### src/rtl/ctrl_pkg.sv
// ctrl_pkg: shared constants for the multi-cycle MIPS control unit.
// Holds the FSM state encoding, the instruction classes, the opcode/funct
// constants and the ALU operation codes.  The datapath ALU imports the same
// ALU op constants.
package ctrl_pkg;

    typedef enum logic [2:0] {
        ST_FETCH  = 3'd0,
        ST_DECODE = 3'd1,
        ST_EXEC   = 3'd2,
        ST_WB     = 3'd3,
        ST_BR     = 3'd4,
        ST_TRAP   = 3'd5
    } state_e;

    typedef enum logic [1:0] {
        CLS_RTYPE   = 2'd0,
        CLS_ADDI    = 2'd1,
        CLS_BEQ     = 2'd2,
        CLS_ILLEGAL = 2'd3
    } instr_cls_e;

    localparam logic [5:0] OP_RTYPE = 6'h00;
    localparam logic [5:0] OP_BEQ   = 6'h04;
    localparam logic [5:0] OP_ADDI  = 6'h08;

    localparam logic [5:0] FN_ADD = 6'h20;
    localparam logic [5:0] FN_SUB = 6'h22;
    localparam logic [5:0] FN_AND = 6'h24;
    localparam logic [5:0] FN_OR  = 6'h25;
    localparam logic [5:0] FN_SLT = 6'h2A;

    localparam int ALU_OP_W = 3;

    localparam logic [ALU_OP_W-1:0] ALU_ADD = 3'd0;
    localparam logic [ALU_OP_W-1:0] ALU_SUB = 3'd1;
    localparam logic [ALU_OP_W-1:0] ALU_AND = 3'd2;
    localparam logic [ALU_OP_W-1:0] ALU_OR  = 3'd3;
    localparam logic [ALU_OP_W-1:0] ALU_SLT = 3'd4;

    // True for classes that go through EXEC and WB.
    function automatic logic is_alu_cls(input instr_cls_e cls);
        return (cls == CLS_RTYPE) || (cls == CLS_ADDI);
    endfunction

endpackage

### src/rtl/ctrl_decode.sv
// ctrl_decode: combinational instruction decoder.
// Maps opcode/funct to an instruction class and the ALU operation.
// Unsupported combinations come out as CLS_ILLEGAL with alu_op = ADD.
module ctrl_decode
    import ctrl_pkg::*;
(
    input  logic [5:0]          opcode,
    input  logic [5:0]          funct,
    output instr_cls_e          cls,
    output logic [ALU_OP_W-1:0] alu_op
);

    // Classify the instruction and pick its ALU operation.
    always_comb begin
        cls    = CLS_ILLEGAL;
        alu_op = ALU_ADD;
        case (opcode)
            OP_RTYPE: begin
                case (funct)
                    FN_ADD: begin cls = CLS_RTYPE; alu_op = ALU_ADD; end
                    FN_SUB: begin cls = CLS_RTYPE; alu_op = ALU_SUB; end
                    FN_AND: begin cls = CLS_RTYPE; alu_op = ALU_AND; end
                    FN_OR:  begin cls = CLS_RTYPE; alu_op = ALU_OR;  end
                    FN_SLT: begin cls = CLS_RTYPE; alu_op = ALU_SLT; end
                    default: begin cls = CLS_ILLEGAL; alu_op = ALU_ADD; end
                endcase
            end
            OP_ADDI: begin
                cls    = CLS_ADDI;
                alu_op = ALU_ADD;
            end
            OP_BEQ: begin
                cls    = CLS_BEQ;
                alu_op = ALU_SUB;
            end
            default: begin
                cls    = CLS_ILLEGAL;
                alu_op = ALU_ADD;
            end
        endcase
    end

endmodule

### src/rtl/ctrl_aut.sv
// ctrl_aut: multi-cycle control unit for the MIPS datapath.
// FETCH -> DECODE -> EXEC -> WB for ALU ops, FETCH -> DECODE -> BR for BEQ,
// DECODE -> TRAP (sticky until reset) for unsupported instructions.
// Optional feature: define CTRL_RETIRE_CNT_EN to add the 32-bit `retired`
// output counting WB->FETCH and BR->FETCH transitions.
module ctrl_aut
    import ctrl_pkg::*;
#(
    parameter int AluOpWidth = 3
)
(
    input  logic                  clock,
    input  logic                  reset,
    input  logic [5:0]            opcode,
    input  logic [5:0]            funct,
    input  logic                  zero,
    output logic                  ir_load,
    output logic                  pc_load,
    output logic                  pc_src,
    output logic                  rd_mux_s,
    output logic                  op2_mux_s,
    output logic                  write,
    output logic [AluOpWidth-1:0] alu_op,
    output logic                  illegal
`ifdef CTRL_RETIRE_CNT_EN
    ,
    output logic [31:0]           retired
`endif
);

    state_e              state_q, state_d;
    logic [5:0]          opcode_q, opcode_d;
    logic [5:0]          funct_q, funct_d;
    logic                illegal_q, illegal_d;

    logic [5:0]          dec_opcode_s;
    logic [5:0]          dec_funct_s;
    instr_cls_e          dec_cls_s;
    logic [ALU_OP_W-1:0] dec_alu_op_s;
    logic [ALU_OP_W-1:0] alu_op_s;

    // Decoder input: the IR only becomes valid during DECODE, so the live
    // fields are decoded there; every later state sees the latched copy.
    always_comb begin
        if (state_q == ST_DECODE) begin
            dec_opcode_s = opcode;
            dec_funct_s  = funct;
        end else begin
            dec_opcode_s = opcode_q;
            dec_funct_s  = funct_q;
        end
    end

    ctrl_decode u_decode (
        .opcode (dec_opcode_s),
        .funct  (dec_funct_s),
        .cls    (dec_cls_s),
        .alu_op (dec_alu_op_s)
    );

    // Next-state logic, opcode/funct latching and the sticky illegal flag.
    always_comb begin
        state_d   = state_q;
        opcode_d  = opcode_q;
        funct_d   = funct_q;
        illegal_d = illegal_q;
        case (state_q)
            ST_FETCH: begin
                state_d = ST_DECODE;
            end
            ST_DECODE: begin
                opcode_d = opcode;
                funct_d  = funct;
                if (is_alu_cls(dec_cls_s)) begin
                    state_d = ST_EXEC;
                end else if (dec_cls_s == CLS_BEQ) begin
                    state_d = ST_BR;
                end else begin
                    state_d   = ST_TRAP;
                    illegal_d = 1'b1;
                end
            end
            ST_EXEC: begin
                state_d = ST_WB;
            end
            ST_WB: begin
                state_d = ST_FETCH;
            end
            ST_BR: begin
                state_d = ST_FETCH;
            end
            ST_TRAP: begin
                state_d = ST_TRAP;
            end
            default: begin
                state_d = ST_FETCH;
            end
        endcase
    end

    // State and latched-instruction registers.
    always_ff @(posedge clock or negedge reset) begin
        if (!reset) begin
            state_q   <= ST_FETCH;
            opcode_q  <= 6'd0;
            funct_q   <= 6'd0;
            illegal_q <= 1'b0;
        end else begin
            state_q   <= state_d;
            opcode_q  <= opcode_d;
            funct_q   <= funct_d;
            illegal_q <= illegal_d;
        end
    end

    // Moore output decode from state and latched class; zero is the
    // only input that reaches an output, and only in BR.
    always_comb begin
        ir_load   = 1'b0;
        pc_load   = 1'b0;
        pc_src    = 1'b0;
        rd_mux_s  = 1'b0;
        op2_mux_s = 1'b0;
        write     = 1'b0;
        alu_op_s  = ALU_ADD;
        case (state_q)
            ST_FETCH: begin
                ir_load = 1'b1;
            end
            ST_EXEC: begin
                alu_op_s  = dec_alu_op_s;
                op2_mux_s = (dec_cls_s == CLS_ADDI);
                rd_mux_s  = (dec_cls_s == CLS_RTYPE);
            end
            ST_WB: begin
                alu_op_s  = dec_alu_op_s;
                op2_mux_s = (dec_cls_s == CLS_ADDI);
                rd_mux_s  = (dec_cls_s == CLS_RTYPE);
                write     = 1'b1;
                pc_load   = 1'b1;
                pc_src    = 1'b0;
            end
            ST_BR: begin
                alu_op_s  = ALU_SUB;
                op2_mux_s = 1'b0;
                pc_load   = 1'b1;
                pc_src    = zero;
            end
            default: begin
                ir_load = 1'b0;
            end
        endcase
    end

    assign alu_op  = AluOpWidth'(alu_op_s);
    assign illegal = illegal_q;

`ifdef CTRL_RETIRE_CNT_EN
    logic [31:0] retired_q, retired_d;

    // Count one retirement on each WB->FETCH or BR->FETCH transition.
    always_comb begin
        if ((state_q == ST_WB) || (state_q == ST_BR)) begin
            retired_d = retired_q + 32'd1;
        end else begin
            retired_d = retired_q;
        end
    end

    // Retired-instruction counter register.
    always_ff @(posedge clock or negedge reset) begin
        if (!reset) begin
            retired_q <= 32'd0;
        end else begin
            retired_q <= retired_d;
        end
    end

    assign retired = retired_q;
`endif

endmodule

### config.mk
export PLATFORM = sky130hd
export DESIGN_NAME = ctrl_aut
export DESIGN_NICKNAME = d
export VERILOG_FILES = /design/src/rtl/ctrl_pkg.sv /design/src/rtl/ctrl_decode.sv /design/src/rtl/ctrl_aut.sv
export SDC_FILE = /design/constraint.sdc
export NUM_CORES = 1
export LEC_CHECK = 0
export BUFFER_PORTS_ARGS = -buffer_cell sky130_fd_sc_hd__buf_2
export CORE_MARGIN = 3
export CORE_UTILIZATION = 40
export CTS_CLUSTER_DIAMETER = 60
export DETAILED_ROUTE_END_ITERATION = 7
export PLACE_DENSITY = 0.67
export SYNTH_ARGS = -nofsm -noshare
export SYNTH_HDL_FRONTEND = slang
export SYNTH_SLANG_ARGS = --single-unit
### constraint.sdc
create_clock -name clock -period 2.3 [get_ports clock]
set_clock_uncertainty 0.1 [all_clocks]
set_input_delay 0.46 -clock clock [delete_from_list [all_inputs] [get_ports clock]]
set_output_delay 0.46 -clock clock [all_outputs]
set_load 0.02 [all_outputs]
======== Word level (Yosys, flattened, before mapping) ========
Cells that the tools add are included.
word-level totals
  register bits after elaboration ......... 16
  bits of input ports ..................... 15
  output and inout port bits .............. 10
  logic and storage cells ................. 44
operators by class
  equal/unequal tests ..................... 14
  muxes and demuxes ....................... 16
  bitwise logic cells ..................... 2
  reductions and logical operators ........ 8
operators with widths
  kind                count
  $eq 6x6->1 const B  5
  $pmux 3 s4          2
  $mux 6              2
  $pmux 3 s2          2
  $mux 1              7
  $eq 3x2->1 const B  2
  $eq 3x3->1 const B  2
  $eq 6x3->1 const B  1
  $eq 6x4->1 const B  1
  $logic_not 6->1     1
  $pmux 2 s3          1
  $reduce_or 5->1     1
  $reduce_or 2->1     2
  $eq 3x1->1 const B  1
  $logic_not 3->1     1
  $mux 3              1
  $reduce_and 3->1    1
  $eq 2x1->1 const B  1
  $eq 2x2->1 const B  1
  $logic_not 2->1     1
  $mux 2              1
  $not 1->1           2
  $logic_or 1x1->1    1

======== Depth between registers and ports, before layout ========
Gate-level depths: netlist of run 1.
  depth in word-level cells ............... 10
  depth in mapped cells ................... 7
  depth with buffers taken out ............ 5

======== Modules after synthesis ========
Synthesis of run 1 repeated with hierarchy kept, for this count alone.
second synthesis, totals
  cells, all modules ...................... 70
  area total of the unflattened synthesis .. 824.5 um^2
by module, submodules not included
  module       instances  cells an instance  area an instance (um^2)  seq. area each (um^2)
  ctrl_aut     1          51                 699.4                    400.4
  ctrl_decode  1          19                 125.1                    0.0

======== Worst setup path before layout of run 1 ========
OpenSTA, ideal clock, no wires.
  kind .................................... flip-flop to output port
  start point ............................. register state_q[1]
  end point ............................... output alu_op[2]
  arrival time ............................ 1980 ps
  required time ........................... 1740 ps
  path slack .............................. -240 ps
  cell stages (with the launch flop) ...... 8
  buffers on the path ..................... 2
  cell sequence ........................... dfrtp_1 > buf_6 > or3b_1 > buf_6 > nand2_4 > nand2_4 > or4_4 > nor3_2
between the ends
  elaborated cells between the ends (all ways) .. 16
  classes of those cells .................. eq/ne (9); mux (5); reduce/logical (2)
RTL lines
  item                                           line               source
  start: declaration                             ctrl_aut.sv:31     state_e state_q, state_d;
  start signal: assignment                       ctrl_aut.sv:109    state_q <= state_d;
  $eq 3x1->1 *                                   ctrl_aut.sv:45     if (state_q == ST_DECODE) begin
  $mux 6 *                                       n/a
  net dec_opcode_s[2]                            ctrl_aut.sv:36     logic [5:0] dec_opcode_s;
  $eq 6x3->1 or $logic_not 6->1 (tied branches)  ctrl_decode.sv:17  case (opcode)
  $pmux 3 s2 *                                   ctrl_decode.sv:17
  $pmux 3 s2 *                                   ctrl_aut.sv:126    case (state_q)
  end: declaration                               ctrl_aut.sv:23     output logic [AluOpWidth-1:0] alu_op,
Mark *: on every way through the listed nets, which the timed path passes. The rest lies on a longest branch.

======== Final worst setup path of run 1 ========
  start point ............................. register state_q[2]
  end point ............................... output alu_op[2]
The elaborated chain is that of the path after synthesis.

==> impl_metrics.tcl, run 1 <==
set metrics [dict create \
    netlist_instances 123 \
    slew_headroom 0.744 \
    hold_viol 0 \
    crit_family "simple AND/OR/NAND/NOR gates" \
    cp_slowest_cell "or4_4" \
    grt_pass1_vias 891 \
    diodes 0 \
    mostFrequentLayoutCells "38 x nand2_1, 25 x buf_4, 19 x buf_2" \
    ys_seq_area_frac 0.414 \
    ir_worst_vdd_mv 0.410 \
    arrival_ps 2130 \
    wl_per_cell_um 13.0 \
    grt_pass1_wl_um 3930 \
    layout_setup_ws_ps -385 \
    worst-path-buf-inv 1 \
    max_freq_ghz 0.372 \
    final_layout_size_suffix_gt1_frac 0.392 \
    drt_first_pass_iters 4 \
    initial_core_util 0.429 \
    pre_cts_slack_ps -146 \
    htree_levels 1 \
    antenna_found_initial 0 \
    placed_area_um2 1200 \
    cts_tree "built" \
    yosys_warnings 0 \
    grt_max_degree 19 \
    grt.total_usage 0.182 \
    rows 17 \
    slew_violations 0 \
    hold_class "in2reg" \
    clock-sinks 16 \
    die_w_um 55.2 \
    crit_fanout 3 \
    core_um2 2250 \
    cap_violations 0 \
    drc 0 \
    first_iter_violations 26 \
    synthArstFlopShare 1.00 \
    cts-buffers-inserted 3 \
    numPortBuffers 24 \
    max_stage_delay_ps 570 \
    synth_area_um2 967 \
    required_ps 1740 \
    area_growth_pct 45.4 \
    root_buffer "clkbuf_4" \
    grt_overflow 0 \
    die_area_um2 3040 \
    routabilityCongestion 0.916 \
    p_per_area_nw_per_um2 527 \
    hpwlAfterDp_um 1850 \
    status "complete, but fails checks" \
    critPathLaunchType "flip-flop" \
    fin_nets 188 \
    die_y_um 55.2 \
    cts_max_path_buffers 2 \
    p_leak_uw 0.000683 \
    layout_commonest_cell "nand2_1" \
    rsz0062_at_grt "true" \
    fin_crit_sh 1.17 \
    vias 1021 \
    wl_um 2590 \
    critPathMostFrequentCell "nand2_4" \
    viasPerCell 5.13 \
    clk_latency_ps 280 \
    cp_cell_sequence "or3b_4, nand2_4, nand2_4, or4_4, nor3_4, buf_6" \
    synthFlopType "dfrtp_1" \
    finalCriticalPeriod_ps 2690 \
    critPathKind "reg2out" \
    io_pins 25 \
    synth_edf_count 0 \
    violations "negative setup slack" \
    synth_cell_types 32 \
    syn_avg_cell_area_um2 7.86 \
    worstMarginPinSlew_ps 384 \
    ys_seq_elements 16 \
    postRouteAntennaNets 0 \
    setup_viol 4 \
    stdcell_area_um2 1410 \
    path_clk_slew_ps 90 \
    syn_nets 138 \
    crit_path_end_kind "output pin" \
]
==> flip-flops by register name, indices dropped and copies added (netlist names) <==
name and count:
funct_q 6, opcode_q 6, state_q 3, illegal 1
==> power breakdown <==
part / leakage, uW / total [uW] / internal [uW] / switching (uW)
Clock: 0.0000138 / 149 / 60.7 / 88.0
Sequential: 0.000183 / 381 / 334 / 46.6
Combinational: 0.000486 / 212 / 96.4 / 115
Total: 0.000683 / 741 / 491 / 250
==> path summary, 6_finish.rpt <==
check	to	slack, ps	from	cells after the start
min in group asynchronous	funct_q[0]$_DFF_PN0_	520	reset	2
worst min register to register	funct_q[4]$_DFF_PN0_	380	funct_q[4]$_DFF_PN0_	2
worst max-delay path	alu_op[2]	-390	state_q[2]$_DFF_PN0_	6
max in group asynchronous	opcode_q[4]$_DFF_PN0_	1300	reset	2
worst min-delay path	funct_q[4]$_DFF_PN0_	270	funct[4]	3
worst max register to register	state_q[0]$_DFF_PN0_	230	state_q[1]$_DFF_PN0_	8
==> stage by stage <==
step / hold WS, ps / setup TNS (ps) / std cells / utilization / power (uW)
2_1_floorplan: 64.4 / -513 / 123 / - / 494
3_3_place_gp: 291 / -211 / 182 / 0.531 / 563
3_5_place_dp: 300 / -359 / 182 / 0.531 / 574
4_1_cts: 267 / -1410 / 188 / 0.574 / 736
5_1_grt: 271 / -1830 / 199 / 0.624 / 799
6_report: 274 / -1370 / 199 / 0.624 / 741
==> routing by layer <==
layer  routed length [um]  GRT usage
met5                    0          0
met4                   15     0.0891
met3                   84     0.0188
met2                 1340      0.305
met1                 1150      0.232
==> cell type report <==
cell class,count,area (um^2)
Multi-Input combinational cell,97,556
Clock buffer,3,22.5
Tap cell,28,35.0
Inverter,4,15.0
Timing Repair Buffer,51,378
Sequential cell,16,400
Fill cell,209,848
==> cells by family (layout without fill, tap and decap cells) <==
group / Yosys count / after routing / share of synthesized area
and+or+nand+nor: 75 / 75 / 0.378
DFF: 16 / 16 / 0.414
muxes: 1 / 1 / 0.0103
AOI/OAI and AO/OA: 21 / 21 / 0.141
buffers and inverters: 10 / 58 / 0.0569
==> tightest hold or removal path, stage by stage <==
cell and delay (ps):
buf_2 90, nand2_1 40, nand2_1 40
==> cells in the mapped netlist (all sizes together), types with 3 or more instances <==
cell | instances | area share
a21oi | 5 | 0.026
buf | 5 | 0.038
dfrtp | 16 | 0.41
inv | 4 | 0.016
nand2 | 40 | 0.17
nand2b | 3 | 0.019
nand3b | 3 | 0.023
nor2 | 14 | 0.054
nor3 | 5 | 0.031
o21ai | 5 | 0.026
o31ai | 3 | 0.023
==> timing repair <==
action | in CTS | in global routing
setup buffers | 2 | 11
pin swaps | 6 | 7
endpoints found under the setup margin | 5 | 7
endpoints found under the hold margin | 16 | 0
gates resized for setup | 15 | 8
hold buffers | 1 | 0
Power figures use the tool's default switching activity.
==> inputs of run 2 (changes only) <==
--- a/config.mk
+++ b/config.mk
@@ -7,10 +7,10 @@
 export LEC_CHECK = 0
 export BUFFER_PORTS_ARGS = -buffer_cell sky130_fd_sc_hd__buf_2
 export CORE_MARGIN = 3
-export CORE_UTILIZATION = 40
+export CORE_UTILIZATION = 36
 export CTS_CLUSTER_DIAMETER = 60
 export DETAILED_ROUTE_END_ITERATION = 7
-export PLACE_DENSITY = 0.67
+export PLACE_DENSITY = 0.61
 export SYNTH_ARGS = -nofsm -noshare
 export SYNTH_HDL_FRONTEND = slang
 export SYNTH_SLANG_ARGS = --single-unit
==> constraint.sdc (replaced) <==
create_clock -name clock -period 2.3 [get_ports clock]
set_clock_uncertainty 0.1 [all_clocks]
set_input_delay 0.345 -clock clock [delete_from_list [all_inputs] [get_ports clock]]
set_output_delay 0.345 -clock clock [all_outputs]
set_load 0.02 [all_outputs]
==> impl_metrics.tcl, run 2 (synthesis gave the netlist of run 1 again) <==
set metrics [dict create \
    max_freq_ghz 0.386 \
    critPathKind "reg2out" \
    reg2regPathDepth 8 \
    setup_viol 4 \
    routabilityCongestion 0.919 \
    vias 974 \
    ir_worst_vdd_mv 0.565 \
    top_regs "funct_q x6, opcode_q x6, state_q x3" \
    grt_overflow 0 \
    final_layout_size_suffix_gt1_frac 0.323 \
    path_clk_slew_ps 100 \
    violations "negative setup slack" \
    grt_pass1_vias 885 \
    layout_commonest_cell "nand2_1" \
    min_from "funct[4]" \
    required_ps 1860 \
    p_leak_uw 0.000633 \
    drc 0 \
    status "complete, but fails checks" \
    ff2ff_setup_slack_ps 170 \
    hold_viol 0 \
    finalCriticalPeriod_ps 2590 \
    worst-path-buf-inv 2 \
    cts_tree "built" \
    crit_family "simple AND/OR/NAND/NOR gates" \
    slew_violations 0 \
    clock-sinks 16 \
    clk_latency_ps 290 \
    cap_violations 0 \
    io_pins 25 \
    core_um2 2520 \
    hold_depth 3 \
    rsz0062_at_grt "true" \
    first_iter_violations 30 \
    area_growth_pct 34.0 \
    fin_nets 177 \
    grt.total_usage 0.158 \
    layout_setup_ws_ps -288 \
    cts_max_path_buffers 2 \
    cp_slowest_cell "or4_4" \
    die_area_um2 3340 \
    htree_levels 1 \
    critPathLaunchType "flip-flop" \
    hold-path-endpoint "funct_q[4]$_DFF_PN0_" \
    viasPerCell 5.10 \
    worstReg2RegStart "state_q[2]$_DFF_PN0_" \
    p_per_area_nw_per_um2 594 \
    postRouteAntennaNets 0 \
    max_stage_delay_ps 560 \
    wl_per_cell_um 12.4 \
    die_w_um 57.8 \
    fin_util 0.514 \
    root_buffer "clkbuf_4" \
    grt_pass1_wl_um 4090 \
    crit_path_end_kind "output pin" \
    die_y_um 57.8 \
    antenna_found_initial 0 \
    diodes 0 \
    hold_class "in2reg" \
    wl_um 2370 \
    mostFrequentLayoutCells "38 x nand2_1, 20 x buf_2, 16 x dfrtp_1" \
    initial_core_util 0.383 \
    worstMarginPinSlew_ps 384 \
    numPortBuffers 24 \
    reg2reg_to "state_q[0]$_DFF_PN0_" \
    drt_first_pass_iters 4 \
    rows 18 \
    fin_crit_sh 1.13 \
    holdWs_ps 149 \
    crit_fanout 3 \
    grt_max_degree 19 \
    slew_headroom 0.742 \
    cts-buffers-inserted 3 \
    cp_cell_sequence "nor3b_2, mux2i_1, inv_1, or4_4, nor3_4, buf_6" \
    arrival_ps 2140 \
    hpwlAfterDp_um 1760 \
]
==> run 2: tightest hold or removal path: stages <==
cell and delay, ps:
buf_2 80, nand2_1 40, nand2_1 40
==> run 2: area by class of cell <==
| cell class | instances | area [um^2] |
|---|---|---|
| clock buffer | 4 | 36.3 |
| fill | 247 | 1230 |
| inverter | 4 | 15.0 |
| multi-input combinational | 97 | 536 |
| sequential | 16 | 400 |
| tap | 30 | 37.5 |
| timing repair buffer | 40 | 272 |
==> run 2: what timing repair did <==
action                     in CTS  in global routing
buffers inserted                3                  1
pin swaps                       3                  0
hold buffers                    1                  0
setup endpoints to repair       4                  6
gates resized for setup         8                  2
hold endpoints to repair       16                  0
==> run 2: layer usage <==
metal  routed length [um]  vias to the layer above  track usage
met3                  150                        4       0.0267
met5                    0                        -            0
li1                     -                      494            -
met2                 1070                       35        0.223
met1                 1130                      441        0.241
met4                   26                        0       0.0596
==> run 2: worst max-delay path by stage <==
stage | startpoint | to | depth (start not counted)
floorplan | state_q[1]$_DFF_PN0_ | alu_op[2] | 7
global placement | state_q[1]$_DFF_PN0_ | alu_op[2] | 6
detailed placement | state_q[2]$_DFF_PN0_ | alu_op[2] | 6
CTS | state_q[2]$_DFF_PN0_ | alu_op[2] | 6
global route | state_q[2]$_DFF_PN0_ | alu_op[1] | 6
finish | state_q[2]$_DFF_PN0_ | alu_op[2] | 6
==> run 2: power by group <==
| part | internal, uW | switching (uW) |
|---|---|---|
| Combinational | 97.7 | 108 |
| Sequential | 334 | 41.7 |
| Clock | 96.4 | 91.6 |
==> run 2: per-stage QoR <==
| step | cell area [um^2] | TNS (ps) | total power (uW) | cells | setup slack [ps] |
|---|---|---|---|---|---|
| after floorplan | 983 | -168 | 494 | 123 | -86.1 |
| after global routing | 1300 | -1620 | 836 | 191 | -414 |
| after detailed placement | 1180 | -57.3 | 570 | 182 | -57.3 |
| after global placement | 1180 | 0 | 563 | 182 | 7.54 |
| final | 1300 | -1040 | 770 | 191 | -288 |
| after CTS | 1280 | -1080 | 769 | 190 | -289 |
==> inputs of run 3 (changes only) <==
--- a/config.mk
+++ b/config.mk
@@ -8,6 +8,7 @@
 export BUFFER_PORTS_ARGS = -buffer_cell sky130_fd_sc_hd__buf_2
 export CORE_MARGIN = 3
 export CORE_UTILIZATION = 36
+export CTS_BUF_LIST = sky130_fd_sc_hd__clkbuf_8
 export CTS_CLUSTER_DIAMETER = 60
 export DETAILED_ROUTE_END_ITERATION = 7
 export PLACE_DENSITY = 0.61
==> impl_metrics.tcl, run 3 (synthesis gave the netlist of run 1 again) <==
set metrics [dict create \
    status "complete, but fails checks" \
    violations "negative setup slack" \
    crit_fanout 3 \
    grtUsageMet1 0.241 \
    hold_class "in2reg" \
    die_area_um2 3340 \
    layout_commonest_cell "nand2_1" \
    crit_path_end_kind "output pin" \
    rows 18 \
    setup_viol 4 \
    hpwlAfterDp_um 1760 \
    grt_pass1_vias 893 \
    clock_power_share 0.297 \
    viasPerCell 4.99 \
    grt_overflow 0 \
    fin_util 0.521 \
    slew_violations 0 \
    grt_use_met3 0.0267 \
    final_layout_size_suffix_gt1_frac 0.323 \
    wl_um 2380 \
    diodes 0 \
    first_iter_violations 30 \
    dp.cells 182 \
    min_from "opcode[0]" \
    seq_power_share 0.454 \
    cts_max_path_buffers 2 \
    htree_levels 1 \
    drt_first_pass_iters 4 \
    share_comb_of_total_power 0.249 \
    path_clk_slew_ps 60 \
    fin_crit_sh 1.10 \
    area_growth_pct 36.0 \
    critPathLaunchType "flip-flop" \
    vias 953 \
    postRouteAntennaNets 0 \
    ff2ff_setup_slack_ps 150 \
    cap_violations 0 \
    routabilityCongestion 0.919 \
    pre_cts_slack_ps -57.3 \
    p_leak_uw 0.000641 \
    wl_per_cell_um 12.5 \
    layout_setup_ws_ps -235 \
    hold_depth 3 \
    grt.total_usage 0.158 \
    grt_util_met2 0.224 \
    hold-path-endpoint "opcode_q[0]$_DFF_PN0_" \
    initial_core_util 0.383 \
    cts_tree "built" \
    critPathKind "reg2out" \
    fin_nets 177 \
    p_sw_uw 245 \
    core_um2 2520 \
    reg2regPathDepth 8 \
    io_pins 25 \
    ir_worst_vdd_mv 0.512 \
    instances_no_fill 191 \
    drc 0 \
    slew_headroom 0.745 \
    antenna_found_initial 0 \
    holdWs_ps 196 \
    numPortBuffers 24 \
    cts-buffers-inserted 3 \
    required_ps 1860 \
    top_regs "funct_q x6, opcode_q x6, state_q x3" \
    clock-sinks 16 \
    hold_viol 0 \
    grt_pass1_wl_um 4110 \
    clk_latency_ps 240 \
    finalCriticalPeriod_ps 2540 \
    worstReg2RegStart "state_q[2]$_DFF_PN0_" \
    worstMarginPinSlew_ps 383 \
    reg2reg_to "state_q[0]$_DFF_PN0_" \
    p_per_area_nw_per_um2 631 \
    arrival_ps 2090 \
    p_int_uw 584 \
    die_w_um 57.8 \
    die_y_um 57.8 \
    grt.busiest_layer "met1" \
    grt_max_degree 19 \
    root_buffer "clkbuf_8" \
    mostFrequentLayoutCells "38 x nand2_1, 20 x buf_2, 16 x dfrtp_1" \
    max_freq_ghz 0.394 \
    rsz0062_at_grt "true" \
    swShare 0.296 \
]
run 3: through the flow:
stage,setup TNS [ps],total power [uW],cell area [um^2]
2_1_floorplan,-168,494,983
3_3_place_gp,0,563,1180
3_5_place_dp,-57.3,570,1180
4_1_cts,-859,831,1300
5_1_grt,-1310,896,1320
6_report,-826,829,1320
run 3: layout make-up:
class | instances | area [um^2]
inverter | 4 | 15.0
sequential | 16 | 400
fill | 247 | 1210
multi-input combinational | 97 | 536
clock buffer | 4 | 55.1
tap | 30 | 37.5
timing repair buffer | 40 | 272
run 3: metal layers:
metal  routed length (um)  share of wire  vias to the layer above
li1                     -              -                      491
met1                 1150           0.48                      431
met2                 1080           0.45                       29
met3                  139          0.058                        2
met4                   18         0.0076                        0
met5                    0              0                        -
run 3: how the worst max path moves through the flow:
stage	from	end	slack [ps]
after floorplan	state_q[1]$_DFF_PN0_	alu_op[2]	-90
after global placement	state_q[1]$_DFF_PN0_	alu_op[2]	8
after detailed placement	state_q[2]$_DFF_PN0_	alu_op[2]	-60
after CTS	state_q[2]$_DFF_PN0_	alu_op[2]	-230
after global routing	state_q[2]$_DFF_PN0_	alu_op[1]	-350
final	state_q[2]$_DFF_PN0_	alu_op[2]	-240
run 3: critical path, cell delays in order (launching register included):
cell and delay (ps):
dfrtp_1 400, nor3b_2 260, mux2i_1 250, inv_1 100, or4_4 560, nor3_4 140
buf_6 130
run 3: timing repair:
item / 4_1_cts / 5_1_grt
endpoints found under the setup margin: 4 / 5
pin swaps: 3 / 0
hold buffers: 1 / 0
setup buffers: 3 / 1
resized for setup: 8 / 2
endpoints found under the hold margin: 16 / 0
run 3: power by group through the flow:
stage / clock, uW / combinational (uW) / sequential, uW
floorplan: 0 / 121 / 373
global placement: 0 / 184 / 380
detailed placement: 0 / 188 / 382
CTS: 255 / 200 / 376
global route: 271 / 240 / 385
finish: 246 / 207 / 376
